### config.mk
export PLATFORM = sky130hd
export DESIGN_NAME = mips_cache_controller_flat
export DESIGN_NICKNAME = d
export VERILOG_FILES = /design/src/rtl/mips_cache_controller_pkg.sv /design/src/rtl/mips_cache_controller_if.sv /design/src/rtl/mips_cache_controller_byte_merge.sv /design/src/rtl/mips_cache_controller.sv /design/src/flat_wrapper.sv
export SDC_FILE = /design/constraint.sdc
export NUM_CORES = 1
export LEC_CHECK = 0
export CAP_MARGIN = 10
export CORE_MARGIN = 4
export CORE_UTILIZATION = 43
export DETAILED_ROUTE_END_ITERATION = 8
export PLACE_DENSITY = 0.84
export RECOVER_POWER = 100
export SLEW_MARGIN = 20
export SYNTH_ARGS = -nofsm -noshare
export SYNTH_HDL_FRONTEND = slang
export SYNTH_SLANG_ARGS = --single-unit
### constraint.sdc
create_clock -name clk -period 2.3 [get_ports clk]
set_clock_uncertainty 0.1 [all_clocks]
set_input_delay 0.23 -clock clk [delete_from_list [all_inputs] [get_ports clk]]
set_output_delay 0.23 -clock clk [all_outputs]
set_load 0.02 [all_outputs]
### src/rtl/mips_cache_controller_pkg.sv
`default_nettype none
// ============================================================================
//  Package     : mips_cache_pkg
//  Description : Shared definitions for the MIPS data-cache miss/store
//                controller: controller state encoding, default memory
//                timeout and bus widths.
//  Ports       : none (package)
//  Revision    : 1.0  initial release
// ============================================================================
package mips_cache_pkg;

   localparam int WORD_W          = 32;
   localparam int BE_W            = WORD_W / 8;
   localparam int TIMEOUT_DEFAULT = 255;

   typedef enum logic [2:0] {
      ST_IDLE    = 3'd0,
      ST_RD_REQ  = 3'd1,
      ST_RD_FILL = 3'd2,
      ST_WR_REQ  = 3'd3,
      ST_DONE    = 3'd4
   } state_e;

endpackage
`default_nettype wire

### src/rtl/mips_cache_controller_if.sv
`default_nettype none
// ============================================================================
//  Interface   : mips_cache_controller_if
//  Description : Bundles the CPU strobes, data-cache fill path and external
//                memory bus seen by the cache controller.
//  Modports    : master - the controller (it masters the memory bus and the
//                         cache fill path, and stalls the CPU)
//                slave  - the surrounding CPU / data cache / memory
//  Signals     : cpu_read_en, cpu_write_en, cpu_addr, cpu_writedata,
//                cpu_byte_en, cache_hit, cache_rdata (cached word at
//                cpu_addr, used for the store merge), cpu_stall, fill_valid,
//                fill_addr, fill_data, mem_address, mem_read, mem_write,
//                mem_writedata, mem_byteenable, mem_waitrequest,
//                mem_readdata, err
//  Revision    : 1.0  initial release
// ============================================================================
interface mips_cache_controller_if;
   import mips_cache_pkg::*;

   logic              cpu_read_en;
   logic              cpu_write_en;
   logic [WORD_W-1:0] cpu_addr;
   logic [WORD_W-1:0] cpu_writedata;
   logic [BE_W-1:0]   cpu_byte_en;
   logic              cache_hit;
   logic [WORD_W-1:0] cache_rdata;
   logic              cpu_stall;

   logic              fill_valid;
   logic [WORD_W-1:0] fill_addr;
   logic [WORD_W-1:0] fill_data;

   logic [WORD_W-1:0] mem_address;
   logic              mem_read;
   logic              mem_write;
   logic [WORD_W-1:0] mem_writedata;
   logic [BE_W-1:0]   mem_byteenable;
   logic              mem_waitrequest;
   logic [WORD_W-1:0] mem_readdata;

   logic              err;

   modport master (
      input  cpu_read_en, cpu_write_en, cpu_addr, cpu_writedata, cpu_byte_en,
             cache_hit, cache_rdata, mem_waitrequest, mem_readdata,
      output cpu_stall, fill_valid, fill_addr, fill_data, mem_address,
             mem_read, mem_write, mem_writedata, mem_byteenable, err
   );

   modport slave (
      output cpu_read_en, cpu_write_en, cpu_addr, cpu_writedata, cpu_byte_en,
             cache_hit, cache_rdata, mem_waitrequest, mem_readdata,
      input  cpu_stall, fill_valid, fill_addr, fill_data, mem_address,
             mem_read, mem_write, mem_writedata, mem_byteenable, err
   );

endinterface
`default_nettype wire

### src/rtl/mips_cache_controller_byte_merge.sv
`default_nettype none
// ============================================================================
//  Module      : mips_byte_merge
//  Description : Combinational byte-lane merge. Each byte of the result is
//                taken from new_word_i where its enable is set, otherwise
//                from old_word_i.
//  Ports       : old_word_i [32] existing word
//                new_word_i [32] store data
//                byte_en_i  [4]  lanes to take from new_word_i
//                merged_o   [32] merged word
//  Revision    : 1.0  initial release
// ============================================================================
module mips_byte_merge
   import mips_cache_pkg::*;
(
   input  logic [WORD_W-1:0] old_word_i,
   input  logic [WORD_W-1:0] new_word_i,
   input  logic [BE_W-1:0]   byte_en_i,
   output logic [WORD_W-1:0] merged_o
);

   for (genvar i = 0; i < BE_W; i++) begin : g_lane
      assign merged_o[8*i +: 8] = byte_en_i[i] ? new_word_i[8*i +: 8]
                                               : old_word_i[8*i +: 8];
   end

endmodule
`default_nettype wire

### src/rtl/mips_cache_controller.sv
`default_nettype none
// ============================================================================
//  Module      : mips_cache_controller
//  Description : Data-cache controller for a MIPS core. Read misses fetch
//                one word from memory and fill the cache; stores are
//                write-through / no-write-allocate, and a store that hit
//                refreshes the cached word with the byte-merged data.
//                A sticky error flag records a memory access that waited
//                TIMEOUT cycles; that access is abandoned without a fill.
//  Ports       : clk   - clock, rising edge
//                rst_n - synchronous active-low reset
//                bus   - mips_cache_controller_if.master (CPU, cache fill,
//                        memory bus, err)
//  Parameters  : TIMEOUT - waitrequest cycles tolerated per access (>= 1)
//  Revision    : 1.0  initial release
// ============================================================================
module mips_cache_controller
   import mips_cache_pkg::*;
#(
   parameter int TIMEOUT = TIMEOUT_DEFAULT
) (
   input  logic                    clk,
   input  logic                    rst_n,
   mips_cache_controller_if.master bus
);

   localparam int               CNT_W      = (TIMEOUT > 255) ? $clog2(TIMEOUT + 1) : 8;
   localparam logic [CNT_W-1:0] c_cnt_last = CNT_W'(TIMEOUT - 1);

   state_e            state_q;
   logic [CNT_W-1:0]  cnt_q;
   logic [WORD_W-1:0] addr_q;
   logic [WORD_W-1:0] wdata_q;
   logic [BE_W-1:0]   be_q;
   logic [WORD_W-1:0] old_q;
   logic              hit_q;
   logic [WORD_W-1:0] fill_data_q;
   logic              fill_valid_q;
   logic              mem_read_q;
   logic              mem_write_q;
   logic              err_q;

   logic [WORD_W-1:0] merged_word;
   logic              stall_req;

   mips_byte_merge u_merge (
      .old_word_i (old_q),
      .new_word_i (wdata_q),
      .byte_en_i  (be_q),
      .merged_o   (merged_word)
   );

   always_ff @(posedge clk) begin
      if (!rst_n) begin
         state_q      <= ST_IDLE;
         cnt_q        <= '0;
         addr_q       <= '0;
         wdata_q      <= '0;
         be_q         <= '0;
         old_q        <= '0;
         hit_q        <= 1'b0;
         fill_data_q  <= '0;
         fill_valid_q <= 1'b0;
         mem_read_q   <= 1'b0;
         mem_write_q  <= 1'b0;
         err_q        <= 1'b0;
      end else begin
         fill_valid_q <= 1'b0;
         case (state_q)
            ST_IDLE: begin
               cnt_q <= '0;
               // Stores take priority; a read hit needs no controller action.
               if (bus.cpu_write_en) begin
                  addr_q      <= bus.cpu_addr;
                  wdata_q     <= bus.cpu_writedata;
                  be_q        <= bus.cpu_byte_en;
                  old_q       <= bus.cache_rdata;
                  hit_q       <= bus.cache_hit;
                  mem_write_q <= 1'b1;
                  state_q     <= ST_WR_REQ;
               end else if (bus.cpu_read_en && !bus.cache_hit) begin
                  addr_q     <= bus.cpu_addr;
                  hit_q      <= 1'b0;
                  mem_read_q <= 1'b1;
                  state_q    <= ST_RD_REQ;
               end
            end
            ST_RD_REQ: begin
               if (!bus.mem_waitrequest) begin
                  fill_data_q  <= bus.mem_readdata;
                  fill_valid_q <= 1'b1;
                  mem_read_q   <= 1'b0;
                  state_q      <= ST_RD_FILL;
               end else if (cnt_q == c_cnt_last) begin
                  err_q      <= 1'b1;
                  mem_read_q <= 1'b0;
                  state_q    <= ST_DONE;
               end else begin
                  cnt_q <= cnt_q + CNT_W'(1);
               end
            end
            ST_RD_FILL: begin
               state_q <= ST_DONE;
            end
            ST_WR_REQ: begin
               if (!bus.mem_waitrequest) begin
                  // Keep the cached copy coherent only when the store hit.
                  fill_data_q  <= merged_word;
                  fill_valid_q <= hit_q;
                  mem_write_q  <= 1'b0;
                  state_q      <= ST_DONE;
               end else if (cnt_q == c_cnt_last) begin
                  err_q       <= 1'b1;
                  mem_write_q <= 1'b0;
                  state_q     <= ST_DONE;
               end else begin
                  cnt_q <= cnt_q + CNT_W'(1);
               end
            end
            ST_DONE: begin
               state_q <= ST_IDLE;
            end
            default: begin
               state_q <= ST_IDLE;
            end
         endcase
      end
   end

   // The stall must rise in the very cycle a miss or store is presented,
   // so it is decoded from the live request while idle.
   always_comb begin
      stall_req = 1'b0;
      case (state_q)
         ST_IDLE:                         stall_req = bus.cpu_write_en |
                                                      (bus.cpu_read_en & ~bus.cache_hit);
         ST_RD_REQ, ST_RD_FILL, ST_WR_REQ: stall_req = 1'b1;
         default:                         stall_req = 1'b0;
      endcase
   end

   assign bus.cpu_stall      = rst_n & stall_req;
   assign bus.fill_valid     = fill_valid_q;
   assign bus.fill_addr      = addr_q;
   assign bus.fill_data      = fill_data_q;
   assign bus.mem_address    = addr_q;
   assign bus.mem_read       = mem_read_q;
   assign bus.mem_write      = mem_write_q;
   assign bus.mem_writedata  = wdata_q;
   assign bus.mem_byteenable = mem_read_q  ? {BE_W{1'b1}} :
                               mem_write_q ? be_q : '0;
   assign bus.err            = err_q;

endmodule
`default_nettype wire

### src/flat_wrapper.sv
// flat-port wrapper written by rule: the top's interface ports become plain ports
module mips_cache_controller_flat import mips_cache_pkg::*;
#(
   parameter int TIMEOUT = TIMEOUT_DEFAULT
)
  (clk, rst_n, bus_cpu_read_en, bus_cpu_write_en, bus_cpu_addr, bus_cpu_writedata, bus_cpu_byte_en, bus_cache_hit, bus_cache_rdata, bus_mem_waitrequest, bus_mem_readdata, bus_cpu_stall, bus_fill_valid, bus_fill_addr, bus_fill_data, bus_mem_address, bus_mem_read, bus_mem_write, bus_mem_writedata, bus_mem_byteenable, bus_err);
  mips_cache_controller_if bus_i ();
  input  logic clk;
  input  logic rst_n;
  input wire logic [$bits(bus_i.cpu_read_en)-1:0] bus_cpu_read_en;
  input wire logic [$bits(bus_i.cpu_write_en)-1:0] bus_cpu_write_en;
  input wire logic [$bits(bus_i.cpu_addr)-1:0] bus_cpu_addr;
  input wire logic [$bits(bus_i.cpu_writedata)-1:0] bus_cpu_writedata;
  input wire logic [$bits(bus_i.cpu_byte_en)-1:0] bus_cpu_byte_en;
  input wire logic [$bits(bus_i.cache_hit)-1:0] bus_cache_hit;
  input wire logic [$bits(bus_i.cache_rdata)-1:0] bus_cache_rdata;
  input wire logic [$bits(bus_i.mem_waitrequest)-1:0] bus_mem_waitrequest;
  input wire logic [$bits(bus_i.mem_readdata)-1:0] bus_mem_readdata;
  output wire logic [$bits(bus_i.cpu_stall)-1:0] bus_cpu_stall;
  output wire logic [$bits(bus_i.fill_valid)-1:0] bus_fill_valid;
  output wire logic [$bits(bus_i.fill_addr)-1:0] bus_fill_addr;
  output wire logic [$bits(bus_i.fill_data)-1:0] bus_fill_data;
  output wire logic [$bits(bus_i.mem_address)-1:0] bus_mem_address;
  output wire logic [$bits(bus_i.mem_read)-1:0] bus_mem_read;
  output wire logic [$bits(bus_i.mem_write)-1:0] bus_mem_write;
  output wire logic [$bits(bus_i.mem_writedata)-1:0] bus_mem_writedata;
  output wire logic [$bits(bus_i.mem_byteenable)-1:0] bus_mem_byteenable;
  output wire logic [$bits(bus_i.err)-1:0] bus_err;
  assign bus_i.cpu_read_en = bus_cpu_read_en;
  assign bus_i.cpu_write_en = bus_cpu_write_en;
  assign bus_i.cpu_addr = bus_cpu_addr;
  assign bus_i.cpu_writedata = bus_cpu_writedata;
  assign bus_i.cpu_byte_en = bus_cpu_byte_en;
  assign bus_i.cache_hit = bus_cache_hit;
  assign bus_i.cache_rdata = bus_cache_rdata;
  assign bus_i.mem_waitrequest = bus_mem_waitrequest;
  assign bus_i.mem_readdata = bus_mem_readdata;
  assign bus_cpu_stall = bus_i.cpu_stall;
  assign bus_fill_valid = bus_i.fill_valid;
  assign bus_fill_addr = bus_i.fill_addr;
  assign bus_fill_data = bus_i.fill_data;
  assign bus_mem_address = bus_i.mem_address;
  assign bus_mem_read = bus_i.mem_read;
  assign bus_mem_write = bus_i.mem_write;
  assign bus_mem_writedata = bus_i.mem_writedata;
  assign bus_mem_byteenable = bus_i.mem_byteenable;
  assign bus_err = bus_i.err;
  mips_cache_controller #(.TIMEOUT(TIMEOUT)) u_core (.clk(clk), .rst_n(rst_n), .bus(bus_i));
endmodule
==> summary.txt <==
Status
  • Status: finished, final reports clean

STA
  • Final setup viols: 0
  • Final max-slew violation count: 0
  • Hold_ws: 0.227 ns
  • RSZ-0062 raised after global routing: no
  • Max_slew headroom: 58.6%
  • Least-Margin Pin Slew: 0.621 ns
  • Fmax: 0.464 GHz
  • Min Tclk post-route: 2.16 ns
  • Count of final hold-check violations: 0
  • Period utilisation layout: 93.7%
  • Final setup TNS: 0 ns

Synthesis
  • Syn Area/Cell: 8.35 um^2
  • Adder-Cell Fraction of Synth Area: 0.387%
  • Library cells used by synthesis: 42
  • Number of synthesized register bits: 148
  • Simple-Gate Fraction of Synth Area: 19.1%
  • Mux cell area share after synthesis: 5.27%
  • Sequential element share of the synthesized area: 45.8%
  • Ys async rst share: 0%
  • Top cells by count, synth: nand2_1, dfxtp_1, a21boi_1, nor2_1
  • Synth top area share: 45.8%
  • Synthesized area: 6460 um^2
  • Largest family of logic cells by synthesized area: compound AO/OA/AOI/OAI gates
  • Synth area leader: dfxtp_1
  • Synth Area in Compound Gates: 20.6%
  • Cells after Synth: 774
  • Net Count, Synth: 914
  • Ys Warns: 0
  • Synth area leaders: dfxtp_1, nand2_1, a21boi_1
  • Post-synth EDFFs: 0
  • Top FF cell, synth: dfxtp_1
  • Most frequent cell after synthesis: nand2_1
  • Post-synthesis share of cell area spent on xor and xnor gates: 0.136%

Drt
  • Pre-antenna DRT Iters: 4
  • Antenna Nets Post-Route: 0
  • Vias/cell: 5.06
  • Final wirelength: 19300 um
  • Drt first-iter violations: 266
  • Number of remaining DRC errors: 0
  • Vias: 6078
  • WL/cell: 16.0 um

Global route
  • First-pass GRT wire length: 30000 um
  • Total grt overflow: 0
  • Global-route usage over all layers: 22.5%
  • GR peak layer: met2
  • Met3 Resource Use GR: 6.59%
  • GRT met1 Usage: 26.1%
  • GR Util met2: 38.1%
  • Initial antenna violation count: 1
  • Largest net degree at the start of global routing: 69
  • Vias in the first global route: 6030

Worst setup path
  • Kind of critical path: register to output pin
  • Worst path top cell family by delay: simple AND/OR/NAND/NOR gates
  • Worst Setup End Kind: output pin
  • CP bufs+invs: 2
  • Max incr delay on CP: 0.43 ns
  • Critical Path Fanout Max: 5
  • CP Cell Sequence: or3_1 > a21oi_4 > o311ai_1 > inv_1 > dlygate4sd2_1
  • WP data arrival: 1.83 ns
  • Crit path launch type: register
  • Worst path required time: 1.97 ns
  • Slowest CP cell: or3_1

Clock network
  • Post-CTS setup buffers: 0
  • Clock buffer depth: 2
  • Clock buffer count from CTS: 17
  • H-tree depth: 4
  • CTS tree: built
  • Clock Tree Root: clkbuf_16
  • Clk_lat worst skew: 0.41 ns
  • Reg clk slew, reported paths: 0.06 ns
  • Post-CTS Resized: 1
  • Clock Sinks: 148
  • Hold-fix buffers, CTS: 0

Cells and area
  • Fillers: 1226
  • Area Growth Syn to Fin: 48.6%
  • Nets: 1144
  • Multi-input logic area: 2890 um^2
  • Reg area: 2960 um^2
  • Final Core Density: 65.6%
  • Share of cells above drive strength 1: 5.90%

Die
  • Num rows: 44
  • Die Span X: 131 um
  • Io pins: 275
  • Die H: 131 um
  • Total core area: 14600 um^2
  • Die area: 17100 um^2
  • Initial core utilization: 44.1%

Pwr
  • Pwr Density: 968 nW/um^2
  • Design Power: 9.29 mW
  • Leakage: 3.91 nW
  • Peak supply drop: 0.550 mV

Job
  • Max-cap violations: 0

Place
  • Post-DP HPWL: 13800 um
  • Port buffer count: 274
  • GPL Wtd Cong: 0.828

Hold path
  • Tightest Hold Check Type: input port to register
## area by class of cell
| class | count | share of cell area [%] |
|---|---|---|
| Tap cell | 184 | 2.40 |
| Inverter | 6 | 0.235 |
| Timing Repair Buffer | 296 | 30.4 |
| Sequential cell | 148 | 30.9 |
| Clock buffer | 19 | 4.61 |
| Clock inverter | 13 | 1.41 |
| Antenna cell | 1 | 0.0261 |
| Multi-Input combinational cell | 535 | 30.1 |
## where the power goes
group / switching (mW) / internal (mW) / leakage [nW]
Combinational: 1.96 / 1.32 / 2.43
Sequential: 0.286 / 3.02 / 1.21
Clock: 1.08 / 1.62 / 0.271
## cell usage in the layout, fill, tap and decap left out, types with 2 or more instances in the layout
master,synthesis,final
a21boi_0,27,89
a21boi_1,59,8
a21boi_2,14,3
a21o_1,4,4
a21oi_1,38,38
a31oi_1,2,2
and3_1,2,2
buf_12,0,2
buf_4,38,16
bufinv_16,0,2
clkbuf_1,24,3
clkbuf_16,0,17
clkdlybuf4s50_1,0,136
clkinv_2,0,4
clkinv_4,0,2
clkinvlp_4,0,5
dfxtp_1,148,148
dlygate4sd3_1,0,136
ha_1,2,2
inv_1,6,6
mux2i_1,34,34
nand2_1,239,239
nand2b_1,3,3
nand3_1,5,4
nand4_1,4,4
nor2_1,40,40
nor3_1,4,4
o2111ai_1,3,3
o21a_1,4,4
o21ai_0,34,34
## worst register-to-register path, delay by kind of cell (launching register included)
family          cells  cell delay, ns
flops               1            0.34
simple gates        3            0.69
compound gates      1            0.19
buf+inv             2            0.73
## cell families after synthesis
group | count (synthesis)
buffers and inverters | 91
multiplexers | 34
XOR/XNOR | 1
flip-flops | 148
adder cells (fa/ha/maj) | 2
AO/OA/AOI/OAI | 192
AND/OR/NAND/NOR | 306
## per-stage QoR
step	std cells	worst slack [ns]	area, um^2
after floorplan	774	0.682	6460
after global routing	1202	0.0538	9600
after CTS	1201	0.151	9680
after global placement	1169	0.112	9100
after detailed placement	1169	0.108	9100
final	1202	0.145	9600
## per-layer routing
layer	part of all wire, %	vias up
met5	0	-
met4	3.6	0
met3	6.7	41
met2	49	220
met1	41	2818
li1	-	2999
## worst paths after layout
check | from | to | slack [ns] | cells after the start
max | u_core.state_q[2]$_SDFFE_PN0P_ | bus_cpu_stall | 0.14 | 5
min | rst_n | u_core.state_q[0]$_SDFFE_PN0P_ | 0.23 | 4
max reg2reg | u_core.state_q[2]$_SDFFE_PN0P_ | u_core.old_q[26]$_SDFFE_PN0P_ | 0.18 | 6
min reg2reg | u_core.bus.fill_data[1]$_SDFFE_PN0P_ | u_core.bus.fill_data[1]$_SDFFE_PN0P_ | 0.35 | 2
## registers in the layout (all words and copies together) (netlist names)
register,cells
u_core.bus.mem_writedata,32
u_core.bus.fill_addr,32
u_core.bus.fill_data,32
u_core.hit_q,1
u_core.bus.err,1
u_core.bus.mem_read,1
u_core.cnt_q,8
u_core.bus.mem_write,1
u_core.be_q,4
u_core.bus.fill_valid,1
u_core.state_q,3
u_core.old_q,32
Power figures use the tool's default switching activity.
